## config.mk

```make
export PLATFORM = sky130hd
export DESIGN_NAME = pipe_ctrl
export DESIGN_NICKNAME = d
export VERILOG_FILES = /design/src/rtl/pipe_ctrl_pkg.sv /design/src/rtl/pipe_ctrl_hazard_detect.sv /design/src/rtl/pipe_ctrl.sv
export SDC_FILE = /design/constraint.sdc
export NUM_CORES = 1
export LEC_CHECK = 0
export CAP_MARGIN = 10
export CORE_MARGIN = 2
export CORE_UTILIZATION = 44
export DETAILED_ROUTE_END_ITERATION = 12
export PLACE_DENSITY = 0.76
export SLEW_MARGIN = 10
export SYNTH_ARGS = -nofsm -noshare
export SYNTH_HDL_FRONTEND = slang
export SYNTH_SLANG_ARGS = --single-unit
```

## constraint.sdc

```tcl
create_clock -name clk -period 2.2 [get_ports clk]
set_input_delay 0.33 -clock clk [delete_from_list [all_inputs] [get_ports clk]]
set_output_delay 0.33 -clock clk [all_outputs]
set_load 0.05 [all_outputs]
```

## src/rtl/pipe_ctrl_pkg.sv

```systemverilog
// Shared definitions for the pipeline controller: FSM state encoding and
// the register-number width used by the hazard comparator.
package pipe_ctrl_pkg;

    localparam int REG_NUM_W = 3;
    localparam int STALL_CNT_W = 16;

    typedef enum logic [1:0] {
        RUN     = 2'd0,
        MEMWAIT = 2'd1,
        HALTED  = 2'd2
    } ctrl_state_t;

endpackage

```

## src/rtl/pipe_ctrl_hazard_detect.sv

```systemverilog
// Load-use hazard comparator: flags an ID-stage read of a register that the
// EX-stage load has not yet fetched from main memory.
module hazard_detect
    import pipe_ctrl_pkg::*;
(
    input  logic [REG_NUM_W-1:0] rs_a_id,
    input  logic [REG_NUM_W-1:0] rs_b_id,
    input  logic                 use_a_id,
    input  logic                 use_b_id,
    input  logic [REG_NUM_W-1:0] regwrite_adr_ex,
    input  logic                 regwrite_ex,
    input  logic                 from_main_mem_ex,
    output logic                 load_use
);

    logic match_a;
    logic match_b;

    assign match_a  = use_a_id && (rs_a_id == regwrite_adr_ex);
    assign match_b  = use_b_id && (rs_b_id == regwrite_adr_ex);
    assign load_use = regwrite_ex && from_main_mem_ex && (match_a || match_b);

endmodule

```

## src/rtl/pipe_ctrl.sv

```systemverilog
// Pipeline stall/flush controller: memory-wait freeze, halt/resume, branch
// flush and load-use stall, plus a saturating count of PC-stall cycles.
module pipe_ctrl
    import pipe_ctrl_pkg::*;
#(
    parameter int MEM_WAIT = 2
) (
    input  logic                   clk,
    input  logic                   reset,
    input  logic [REG_NUM_W-1:0]   rs_a_id,
    input  logic [REG_NUM_W-1:0]   rs_b_id,
    input  logic                   use_a_id,
    input  logic                   use_b_id,
    input  logic [REG_NUM_W-1:0]   regwrite_adr_ex,
    input  logic                   regwrite_ex,
    input  logic                   from_main_mem_ex,
    input  logic                   branch_taken_ex,
    input  logic                   mem_access_mem,
    input  logic                   is_halt,
    input  logic                   resume,
    output logic                   pc_en,
    output logic                   en_ifid,
    output logic                   en_idex,
    output logic                   en_exmem,
    output logic                   en_memwb,
    output logic                   flush_ifid,
    output logic                   flush_idex,
    output logic                   flush_exmem,
    output logic                   halted,
    output logic [STALL_CNT_W-1:0] stall_cnt
);

    localparam logic [2:0] WAIT_LOAD = (MEM_WAIT > 0) ? 3'(MEM_WAIT - 1) : 3'd0;

    ctrl_state_t state;
    logic [2:0]  wcnt;
    logic        mem_done;
    logic        load_use;
    logic        mem_stall;

    hazard_detect u_hazard_detect (
        .rs_a_id          (rs_a_id),
        .rs_b_id          (rs_b_id),
        .use_a_id         (use_a_id),
        .use_b_id         (use_b_id),
        .regwrite_adr_ex  (regwrite_adr_ex),
        .regwrite_ex      (regwrite_ex),
        .from_main_mem_ex (from_main_mem_ex),
        .load_use         (load_use)
    );

    // mem_done stops the access that just finished from stalling a second time
    assign mem_stall = (MEM_WAIT > 0) && (state == RUN) && mem_access_mem && !mem_done;

    always_comb begin
        pc_en       = 1'b1;
        en_ifid     = 1'b1;
        en_idex     = 1'b1;
        en_exmem    = 1'b1;
        en_memwb    = 1'b1;
        flush_ifid  = 1'b0;
        flush_idex  = 1'b0;
        flush_exmem = 1'b0;
        if (!reset) begin
            pc_en       = 1'b0;
            en_ifid     = 1'b0;
            en_idex     = 1'b0;
            en_exmem    = 1'b0;
            en_memwb    = 1'b0;
            flush_ifid  = 1'b1;
            flush_idex  = 1'b1;
            flush_exmem = 1'b1;
        end else if ((state == MEMWAIT) || ((state == HALTED) && !resume) ||
                     ((state == RUN) && (mem_stall || is_halt))) begin
            pc_en    = 1'b0;
            en_ifid  = 1'b0;
            en_idex  = 1'b0;
            en_exmem = 1'b0;
            en_memwb = 1'b0;
        end else if (state == RUN) begin
            if (branch_taken_ex) begin
                flush_ifid = 1'b1;
                flush_idex = 1'b1;
            end else if (load_use) begin
                pc_en      = 1'b0;
                en_ifid    = 1'b0;
                flush_idex = 1'b1;
            end
        end
    end

    // Entry cycle counts as the first frozen cycle, so MEMWAIT leaves when wcnt reaches one
    always_ff @(posedge clk or negedge reset) begin
        if (!reset) begin
            state    <= RUN;
            wcnt     <= 3'd0;
            mem_done <= 1'b0;
            halted   <= 1'b0;
        end else begin
            if (en_exmem) begin
                mem_done <= 1'b0;
            end
            case (state)
                RUN: begin
                    if (mem_stall) begin
                        wcnt <= WAIT_LOAD;
                        if (MEM_WAIT > 1) begin
                            state <= MEMWAIT;
                        end else begin
                            mem_done <= 1'b1;
                        end
                    end else if (is_halt) begin
                        state  <= HALTED;
                        halted <= 1'b1;
                    end
                end
                MEMWAIT: begin
                    wcnt <= wcnt - 3'd1;
                    if (wcnt <= 3'd1) begin
                        state    <= RUN;
                        mem_done <= 1'b1;
                    end
                end
                HALTED: begin
                    if (resume) begin
                        state  <= RUN;
                        halted <= 1'b0;
                    end
                end
                default: begin
                    state  <= RUN;
                    halted <= 1'b0;
                end
            endcase
        end
    end

    always_ff @(posedge clk or negedge reset) begin
        if (!reset) begin
            stall_cnt <= '0;
        end else if (!pc_en && (stall_cnt != {STALL_CNT_W{1'b1}})) begin
            stall_cnt <= stall_cnt + 1'b1;
        end
    end

endmodule

```

==> Word-level counts from Yosys, hierarchy flattened <==
Index checks and enable logic that the tools add are counted.
{ "word_totals": {"reg_bits": 23} }
{ "classes": {"add_sub_neg": 2, "magnitude_cmp": 1, "n_eq_ne": 11, "muxes": 31, "bitwise": 1, "reduce_logical": 21} }
{ "ops": {"columns": ["operator", "n"], "rows": [
  ["$mux 1", 23],
  ["$add 16x1->16 const B", 1],
  ["$ne 16x16->1 const B", 1],
  ["$logic_and 1x1->1", 9],
  ["$mux 2", 4],
  ["$ne 2x2->1 const B", 4],
  ["$eq 3x3->1", 2],
  ["$pmux 2 s3", 1],
  ["$pmux 3 s2", 1],
  ["$logic_or 1x1->1", 4],
  ["$reduce_and 4->1", 1],
  ["$le 3x1->1 const B", 1],
  ["$logic_not 1->1", 3],
  ["$mux 3", 1],
  ["$ne 3x3->1 const B", 1],
  ["$pmux 1 s3", 1],
  ["$reduce_and 3->1", 1],
  ["$sub 3x1->3 const B", 1],
  ["$eq 2x1->1 const B", 1],
  ["$eq 2x2->1 const B", 1],
  ["$logic_not 2->1", 1],
  ["$ne 2x1->1 const B", 1],
  ["$reduce_and 2->1", 1],
  ["$reduce_bool 2->1", 1],
  ["$not 1->1", 1]
]} }

==> Depth between registers and ports, before layout <==
{ "logic_depth": {"ltp_word": 11, "mapped_depth": 7} }

==> Hierarchy <==
From an unflattened synthesis, not the netlist that was laid out.
{ "hier_totals": {"cells_unflattened": 132, "hier_area_um2": 1323.8} }
{ "by_module_without_submodules": {"columns": ["mod", "n_inst", "cells_each", "area_per_inst_um2", "seq_area_each_um2"], "rows": [
  ["pipe_ctrl", 1, 122, 1249.9, 575.6],
  ["hazard_detect", 1, 10, 73.8, 0.0]
]} }

==> Worst setup path after synthesis <==
No wires, ideal clock.
{ "synth_path": {"kind": "register to register", "from": "register state[1]", "to": "register stall_cnt[12]", "arrival_time_ns": 2.293, "required_time_ns": 2.073, "path_slack_ns": -0.220, "stages_incl_launch_ff": 7, "synth_period_minus_slack_ns": 2.420, "cell_sequence": "dfrtp_1 -> buf_6 -> nor4_2 -> o21ai_1 -> nor2_1 -> and4bb_2 -> mux2_1"} }
{ "synth_between": {"elab_chain_cells": 10, "elab_cells_between_ends": 15, "cone_classes": "2 x eq/ne; 3 x mux; 10 x reduce/logical"} }
{ "synth_lines": {"columns": ["item", "line_no", "source"], "rows": [
  ["from (decl)", "pipe_ctrl.sv:35", "ctrl_state_t state;"],
  ["from (signal assigned)", "pipe_ctrl.sv:95", "state <= RUN;"],
  ["from (signal assigned)", "pipe_ctrl.sv:108", "state <= MEMWAIT;"],
  ["from (signal assigned)", "pipe_ctrl.sv:113", "state <= HALTED;"],
  ["$logic_not 2->1", "pipe_ctrl.sv:53, pipe_ctrl.sv:74, pipe_ctrl.sv:80", null],
  ["$logic_and 1x1->1 (2 in a row)", "pipe_ctrl.sv:53", "assign mem_stall = (MEM_WAIT > 0) && (state == RUN) && mem_access_mem && !mem_done;"],
  ["$logic_or 1x1->1", "pipe_ctrl.sv:74", "((state == RUN) && (mem_stall || is_halt))) begin"],
  ["$logic_and 1x1->1", "pipe_ctrl.sv:74", null],
  ["$logic_or 1x1->1", "pipe_ctrl.sv:73", "end else if ((state == MEMWAIT) || ((state == HALTED) && !resume) ||"],
  ["$mux 1 (*) (2 in a row)", null, null],
  ["via en_ifid", "pipe_ctrl.sv:22", "output logic en_ifid,"],
  ["$logic_not 1->1 (*)", "pipe_ctrl.sv:141", "end else if (!pc_en && (stall_cnt != {STALL_CNT_W{1'b1}})) begin"],
  ["$logic_and 1x1->1 (*)", "pipe_ctrl.sv:141", null],
  ["to (signal assigned)", "pipe_ctrl.sv:142", "stall_cnt <= stall_cnt + 1'b1;"],
  ["to (decl)", "pipe_ctrl.sv:30", "output logic [STALL_CNT_W-1:0] stall_cnt"]
]} }
Mark *: on every way through the listed nets, which the timed path passes. The rest lies on a longest branch.
A chain may end at the register's enable or synchronous reset.

==> Worst setup path after layout <==
{ "layout_path": {"from": "input rs_a_id[1]", "to": "output en_ifid"} }
{ "layout_between": {"elab_chain_cells": 9} }
{ "layout_lines": {"columns": ["item", "line_no", "source"], "rows": [
  ["from (decl)", "pipe_ctrl.sv:10", "input logic [REG_NUM_W-1:0] rs_a_id,"],
  ["$eq 3x3->1", "pipe_ctrl_hazard_detect.sv:19", "assign match_a = use_a_id && (rs_a_id == regwrite_adr_ex);"],
  ["$logic_and 1x1->1", "pipe_ctrl_hazard_detect.sv:19", null],
  ["$logic_or 1x1->1", "pipe_ctrl_hazard_detect.sv:21", "assign load_use = regwrite_ex && from_main_mem_ex && (match_a || match_b);"],
  ["$logic_and 1x1->1", "pipe_ctrl_hazard_detect.sv:21", null],
  ["$mux 1", "pipe_ctrl.sv:84", "end else if (load_use) begin"],
  ["$mux 1", "pipe_ctrl.sv:81", "if (branch_taken_ex) begin"],
  ["$mux 1", "pipe_ctrl.sv:80", "end else if (state == RUN) begin"],
  ["$mux 1", "pipe_ctrl.sv:73", null],
  ["$mux 1", "pipe_ctrl.sv:64", "if (!reset) begin"],
  ["to (decl)", "pipe_ctrl.sv:22", null]
]} }
Every way passes these cells.

==> metrics.txt <==
# TYPE chip_impl_metric gauge
chip_impl_info{name="run_status",value="finished, final reports clean"} 1
chip_impl_metric{name="grt_max_degree",unit=""} 27
chip_impl_metric{name="static-leakage-power",unit="nW"} 0.964
chip_impl_metric{name="detailroute.via_count",unit=""} 1168
chip_impl_metric{name="cts_made_buffers",unit=""} 3
chip_impl_metric{name="place_ws",unit="ns"} -0.178
chip_impl_metric{name="fmax",unit="MHz"} 457
chip_impl_metric{name="setup_ws",unit="ns"} 0.00992
chip_impl_metric{name="fillerInstances",unit=""} 206
chip_impl_info{name="critPathTopFamily",value="buffers and inverters"} 1
chip_impl_metric{name="seqCellArea",unit="µm²"} 581
chip_impl_metric{name="area.growth.synth_to_final",unit="%"} 61.5
chip_impl_metric{name="timing.critical_path.fanout_max",unit=""} 2
chip_impl_metric{name="detail_route.drc_violations",unit=""} 0
chip_impl_metric{name="path_depth",unit=""} 7
chip_impl_metric{name="detail-route-antenna-nets",unit=""} 0
chip_impl_metric{name="num_rows",unit=""} 19
chip_impl_metric{name="yosysSeqAreaShare",unit="%"} 45.3
chip_impl_info{name="timing.critical_path.cells",value="clkdlybuf4s50_1 -> xnor2_1 -> nand4_1 -> a211oi_2 -> nor2_4 -> buf_6 -> buf_12"} 1
chip_impl_info{name="critPathKind",value="in2out"} 1
chip_impl_metric{name="final_std_cell_area_no_fill",unit="mm²"} 0.00205
chip_impl_info{name="endpoint_kind",value="output pin"} 1
chip_impl_info{name="cpMaxStageDelayCell",value="sky130_fd_sc_hd__clkdlybuf4s50_1"} 1
chip_impl_metric{name="hold_viol_final",unit=""} 0
chip_impl_metric{name="antenna_violations_before_repair",unit=""} 0
chip_impl_metric{name="cts_buffer_depth",unit=""} 2
chip_impl_metric{name="maxSlewHeadroom",unit="%"} 66.2
chip_impl_metric{name="final_layout_size_suffix_gt1_share",unit="%"} 28.9
chip_impl_metric{name="final_tns_setup",unit="ns"} 0
chip_impl_info{name="mostFrequentLayoutCell",value="sky130_fd_sc_hd__clkdlybuf4s50_1"} 1
chip_impl_metric{name="insertedDiodeCount",unit=""} 0
chip_impl_metric{name="via_per_inst",unit=""} 5.19
chip_impl_metric{name="floorplan.die_area",unit="mm²"} 0.00334
chip_impl_metric{name="slew_violations",unit=""} 0
chip_impl_metric{name="synth_register_bits",unit=""} 23
chip_impl_metric{name="power_density",unit="mW/mm²"} 1120
chip_impl_metric{name="worstPathRequired",unit="ns"} 1.87
chip_impl_metric{name="final_nets",unit=""} 216
chip_impl_metric{name="first_iter_violations",unit=""} 18
chip_impl_info{name="clock_tree_from_tritoncts",value="built"} 1
chip_impl_info{name="min-delay-path-class",value="in2async"} 1
chip_impl_info{name="critPathLaunch",value="rs_a_id[1]"} 1
chip_impl_metric{name="post-layout-total-power",unit="mW"} 2.30
chip_impl_metric{name="multi_input_comb_area",unit="µm²"} 663
chip_impl_metric{name="place.detailed.instances",unit=""} 217
chip_impl_metric{name="syn-cell-area",unit="mm²"} 0.00127
chip_impl_info{name="layout.cells.most_common_list",value="sky130_fd_sc_hd__clkdlybuf4s50_1, sky130_fd_sc_hd__buf_4, sky130_fd_sc_hd__dfrtp_1, sky130_fd_sc_hd__nand2_1, sky130_fd_sc_hd__xor2_1"} 1
chip_impl_metric{name="clock_slew_at_the_register_clock_pins_of_the_worst_setup_and_hold_paths",unit="ns"} 0.14
chip_impl_metric{name="globalplace.congestion",unit=""} 0.778
chip_impl_metric{name="yosysWarningCount",unit=""} 0
chip_impl_metric{name="postSynthCellCount",unit=""} 127
chip_impl_metric{name="timing.final.crit_share",unit="%"} 99.5
chip_impl_metric{name="groute.usage.overall",unit="%"} 18.9
chip_impl_metric{name="placement.io_buffers",unit=""} 43
chip_impl_metric{name="count_of_unique_library_cells_instantiated_by_yosys",unit=""} 33
chip_impl_metric{name="first_global_vias",unit=""} 1214
chip_impl_metric{name="dp_hpwl",unit="mm"} 2.44
chip_impl_metric{name="critPathArrivalTime",unit="ns"} 1.86
chip_impl_metric{name="syn_nets",unit=""} 148
chip_impl_metric{name="max-cap-violations",unit=""} 0
chip_impl_metric{name="initial_utilization",unit="%"} 46.1
chip_impl_metric{name="die_ht",unit="µm"} 57.8
chip_impl_metric{name="cts_num_sinks",unit=""} 23
chip_impl_metric{name="placement.cell_area",unit="mm²"} 0.00194
chip_impl_info{name="cts.root.buffer_cell",value="sky130_fd_sc_hd__clkbuf_4"} 1
chip_impl_metric{name="core_area",unit="mm²"} 0.00276
chip_impl_metric{name="grt_first_pass_wirelength",unit="mm"} 4.93
chip_impl_info{name="worstSetupEndpoint",value="en_ifid"} 1
chip_impl_metric{name="critical_path_buffer_and_inverter_count",unit=""} 3
chip_impl_info{name="critical_path.startpoint_type",value="primary input"} 1
chip_impl_info{name="crit-reg2reg-capture",value="stall_cnt[14]"} 1
chip_impl_metric{name="ios",unit=""} 44
chip_impl_metric{name="clk-insertion-delay-late",unit="ns"} 0.32
chip_impl_info{name="worst_r2r_startpoint",value="state[1]"} 1
chip_impl_metric{name="htreeDepth",unit=""} 1
chip_impl_metric{name="die_w",unit="µm"} 57.8
chip_impl_metric{name="worstRegToRegCells",unit=""} 7
chip_impl_metric{name="critical-path-max-stage-delay",unit="ns"} 0.50
chip_impl_metric{name="max-vdd-ir-drop",unit="mV"} 1.33
chip_impl_metric{name="route.final.wire_length",unit="mm"} 3.13
chip_impl_metric{name="drt-wirelength-per-cell",unit="µm"} 13.9
chip_impl_metric{name="finalCriticalPeriod",unit="ns"} 2.19
chip_impl_metric{name="globalRoute.totalOverflow",unit=""} 0
chip_impl_metric{name="worst_slew_pin_slew",unit="ns"} 0.506
chip_impl_metric{name="firstDrtPassIters",unit=""} 4
chip_impl_metric{name="avgSynthCellArea",unit="µm²"} 10.0
chip_impl_metric{name="clock-skew-final",unit="ns"} 0.00998
chip_impl_metric{name="final-setup-viol-count",unit=""} 0
chip_impl_metric{name="r2r_setup_slack",unit="ns"} 0.12
chip_impl_metric{name="final-instance-count-excl-fill",unit=""} 225
registers in the layout, indices dropped and copies added, names as in the netlist:
signal	flops
wcnt	3
halted	1
state	2
mem_done	1
stall_cnt	16
kinds of logic after synthesis:
kind of cell,synth area share (%)
mux,2.66
compound gates,7.09
buf+inv,5.61
fa+ha+maj,1.97
flops,45.3
xor+xnor,13.8
simple gates,23.6
area by class of cell:
cell class | instances | share of cell area (%)
timing repair buffer | 68 | 34.7
multi-input combinational | 92 | 32.3
sequential | 23 | 28.3
tap | 31 | 1.89
inverter | 7 | 1.46
clock buffer | 3 | 1.10
clock inverter | 1 | 0.244
repair_timing:
action,CTS,global route
hold buffers,0,0
setup buffers,0,4
resized for setup,2,13
pin swaps,0,6
endpoints found under the setup margin,6,7
worst min path at each step:
stage                  start            end  slack [ns]
6_report               reset   stall_cnt[8]        0.46
5_1_grt                reset   stall_cnt[9]        0.47
4_1_cts                reset  stall_cnt[10]        0.45
3_5_place_dp         wcnt[0]        wcnt[0]        0.48
3_3_place_gp   stall_cnt[10]  stall_cnt[10]        0.47
2_1_floorplan          reset         halted        0.03
through the flow:
stage / hold slack (ns) / utilization, %
finish: 0.462 / 74.5
global route: 0.467 / 74.5
CTS: 0.446 / 71.6
detailed placement: 0.480 / 70.3
global placement: 0.472 / 70.3
floorplan: 0.0344 / -
Yosys cell counts:
cell type,instances,area share (%)
sky130_fd_sc_hd__and3_1,3,1.5
sky130_fd_sc_hd__nor3_2,2,1.6
sky130_fd_sc_hd__xnor2_1,8,5.5
sky130_fd_sc_hd__o32ai_2,1,1.3
sky130_fd_sc_hd__o21ai_0,4,1.6
sky130_fd_sc_hd__mux2_1,1,0.89
sky130_fd_sc_hd__or2_2,1,0.49
sky130_fd_sc_hd__a211oi_2,1,0.98
sky130_fd_sc_hd__a22o_1,1,0.69
sky130_fd_sc_hd__o21ai_1,1,0.39
sky130_fd_sc_hd__buf_6,2,1.8
sky130_fd_sc_hd__o31ai_1,1,0.59
sky130_fd_sc_hd__nor4_2,3,3.0
sky130_fd_sc_hd__inv_1,7,2.1
sky130_fd_sc_hd__and4_1,1,0.69
sky130_fd_sc_hd__xor2_1,12,8.3
sky130_fd_sc_hd__nand2b_1,1,0.49
sky130_fd_sc_hd__or3_1,1,0.49
sky130_fd_sc_hd__ha_1,2,2.0
sky130_fd_sc_hd__nor2b_1,2,0.98
sky130_fd_sc_hd__nand2_1,15,4.4
sky130_fd_sc_hd__dfrtp_1,23,45
sky130_fd_sc_hd__and4bb_2,1,0.98
sky130_fd_sc_hd__buf_4,3,1.8
sky130_fd_sc_hd__nor3b_1,1,0.59
sky130_fd_sc_hd__and2b_1,1,0.59
sky130_fd_sc_hd__nor3_1,2,0.79
sky130_fd_sc_hd__a21oi_1,4,1.6
sky130_fd_sc_hd__mux2_2,2,1.8
sky130_fd_sc_hd__nand3_1,6,2.4
sky130_fd_sc_hd__nand4_1,2,0.98
sky130_fd_sc_hd__nor2_1,11,3.2
sky130_fd_sc_hd__nor4_1,1,0.49
routing by layer:
metal / part of all wire (%) / vias to the layer above / track usage (%)
li1: - / 559 / -
met5: 0 / - / 0
met3: 5.0 / 11 / 4.24
met1: 38 / 555 / 20.9
met4: 2.2 / 0 / 8.64
met2: 55 / 43 / 34.1
where the power goes:
group	internal [mW]	leakage, nW	switching (mW)	total, mW
sequential	0.557	0.286	0.120	0.677
clock	0.0680	0.0177	0.132	0.200
combinational	0.646	0.660	0.780	1.43
total	1.27	0.964	1.03	2.30
Power figures use the tool's default switching activity.
==> patch: new RTL, config.mk and constraints unchanged <==
Put one more register stage on the output `stall_cnt`, without a reset. The value now appears one clock later. The other outputs are not delayed to match.
--- a/src/rtl/pipe_ctrl.sv
+++ b/src/rtl/pipe_ctrl.sv
@@ -31,6 +31,8 @@
 );
 
     localparam logic [2:0] WAIT_LOAD = (MEM_WAIT > 0) ? 3'(MEM_WAIT - 1) : 3'd0;
+
+    logic [STALL_CNT_W-1:0] stall_cnt_s0;
 
     ctrl_state_t state;
     logic [2:0]  wcnt;
@@ -137,10 +139,14 @@
 
     always_ff @(posedge clk or negedge reset) begin
         if (!reset) begin
-            stall_cnt <= '0;
-        end else if (!pc_en && (stall_cnt != {STALL_CNT_W{1'b1}})) begin
-            stall_cnt <= stall_cnt + 1'b1;
+            stall_cnt_s0 <= '0;
+        end else if (!pc_en && (stall_cnt_s0 != {STALL_CNT_W{1'b1}})) begin
+            stall_cnt_s0 <= stall_cnt_s0 + 1'b1;
         end
+    end
+
+    always_ff @(posedge clk) begin
+        stall_cnt <= stall_cnt_s0;
     end
 
 endmodule
Formal check against the unedited RTL: not equivalent (Yosys sat finds a counterexample within 4 cycles, from zero or initial values and one cycle with reset low).
==> patch against the original RTL <==
- first-iteration DRC count rose to 3.7 times the old value
- sequential cell count up 16
- critical path depth down 3
- largest power group unchanged
- cell area up 14%
- worst setup slack better by 0.11 ns
- area after synthesis up 29%
- critical endpoint unchanged
- hold slack worse by 0.035 ns
- combinational power down 14%
- sequential power up 61%
- wire length up 6.3%
- maximum frequency up 5.3%
- power up 21%
- register-to-register slack better by 0.08 ns
==> patch: results (changes against the original RTL) <==
run status=finished, final reports clean; CP Data Arrival Time=1.75 ns (-0.11 ns); post-cts sizing count=0 (-2); Unique masters post-synth=32 (-3.0%); CP Max Fanout=9 (+7); DR WL met2=1750 um (+2.4%); H-tree depth=2 (+1); Leak=0.955 nW (-0.96%); biggest regs=stall_cnt (16), stall_cnt_s0 (16), wcnt (3); share of cells above drive strength 1=18.3% (-11 points); worst min path class=reg2reg; CTS buffer count=5 (+2); Peak VDD IR=0.000695 V (-48%); wire length on met1=1370 um (+14%); DR WL/cell=13.3 um (-4.3%); placed cell areas=0.00224 mm^2 (+16%); Synth Net Count=171 (+16%); DP HPWL=2510 um (+2.9%); delay-heaviest family, CP=simple AND/OR/NAND/NOR gates; Synth async-reset ratio=59.0% (-41 points); clock root cell=clkbuf_8; Comb pwr share=44.0% (-18 points); Final Non-Filler Cells=250 (+11%); Global Route Usage Sum=18.0% (-0.87 points); Worst-path clk slew=0.07 ns (-0.07 ns); gp weighted congestion=0.820 (+5.5%); Synth area leaders=dfrtp_1, dfxtp_1, xnor2_1, o211ai_1, mux2_2; Seq/Total Area, Yosys=54.5% (+9.3 points); Clock Skews=0.00525 ns (-0.00473 ns); vias post-DR=1279 (+9.5%); placed insts=242 (+12%); top cells by count, synth=dfrtp_1, xnor2_1, dfxtp_1; Logic power comb=1.23 mW (-14%); global routing usage on met1=21.0% (+0.064 points); setup bufs post-CTS=1 (+1); sequential power share=39.0% (+9.6 points); GRT met2 Usage=30.5% (-3.5 points)
-- patch: cell count changes after synthesis, sizes merged, moves of 2 or more --
cell and delta:
dfxtp +16, xor2 -12, xnor2 +10, o211ai +9, nand2 -5, o2111ai +4
nor4 -3, o21ai +3, and3 +2, mux2 +2, nand3 -2, nand4 +2
nor3 -2
-- patch: cell families after synthesis --
| family | after synthesis | synth area share, % |
|---|---|---|
| adder cells (fa/ha/maj) | 2 | 1.52 |
| multiplexers | 5 | 3.43 |
| flip-flops | 39 | 54.5 |
| AND/OR/NAND/NOR | 44 | 14.2 |
| AO/OA/AOI/OAI | 28 | 11.9 |
| buffers and inverters | 14 | 4.87 |
| XOR/XNOR | 18 | 9.60 |
-- patch: worst register-to-register path: stages, from the launching register on --
cell	delay (ns)
dfrtp_1	0.47
or4_4	0.58
a21oi_4	0.19
buf_4	0.21
buf_4	0.13
o2111ai_1	0.14
xnor2_1	0.16
-- patch: area by class of cell --
| type | count | area (um^2) |
|---|---|---|
| Tap cell | 48 | 60.1 |
| Sequential cell | 39 | 896 |
| Clock inverter | 1 | 5.00 |
| Clock buffer | 6 | 82.6 |
| Multi-Input combinational cell | 97 | 681 |
| Timing Repair Buffer | 52 | 591 |
| Fill cell | 306 | 1290 |
| Inverter | 7 | 30.0 |
-- patch: final timing paths --
check	startpoint	end	slack, ns	cells past startpoint
setup / recovery	state[1]	en_ifid	0.12	4
hold / removal	stall_cnt_s0[6]	stall_cnt[6]	0.43	0
setup reg to reg	state[1]	stall_cnt_s0[14]	0.20	6
hold reg to reg	stall_cnt_s0[6]	stall_cnt[6]	0.43	0
max in group asynchronous	reset	wcnt[0]	1.43	2
min in group asynchronous	reset	stall_cnt_s0[8]	0.52	2
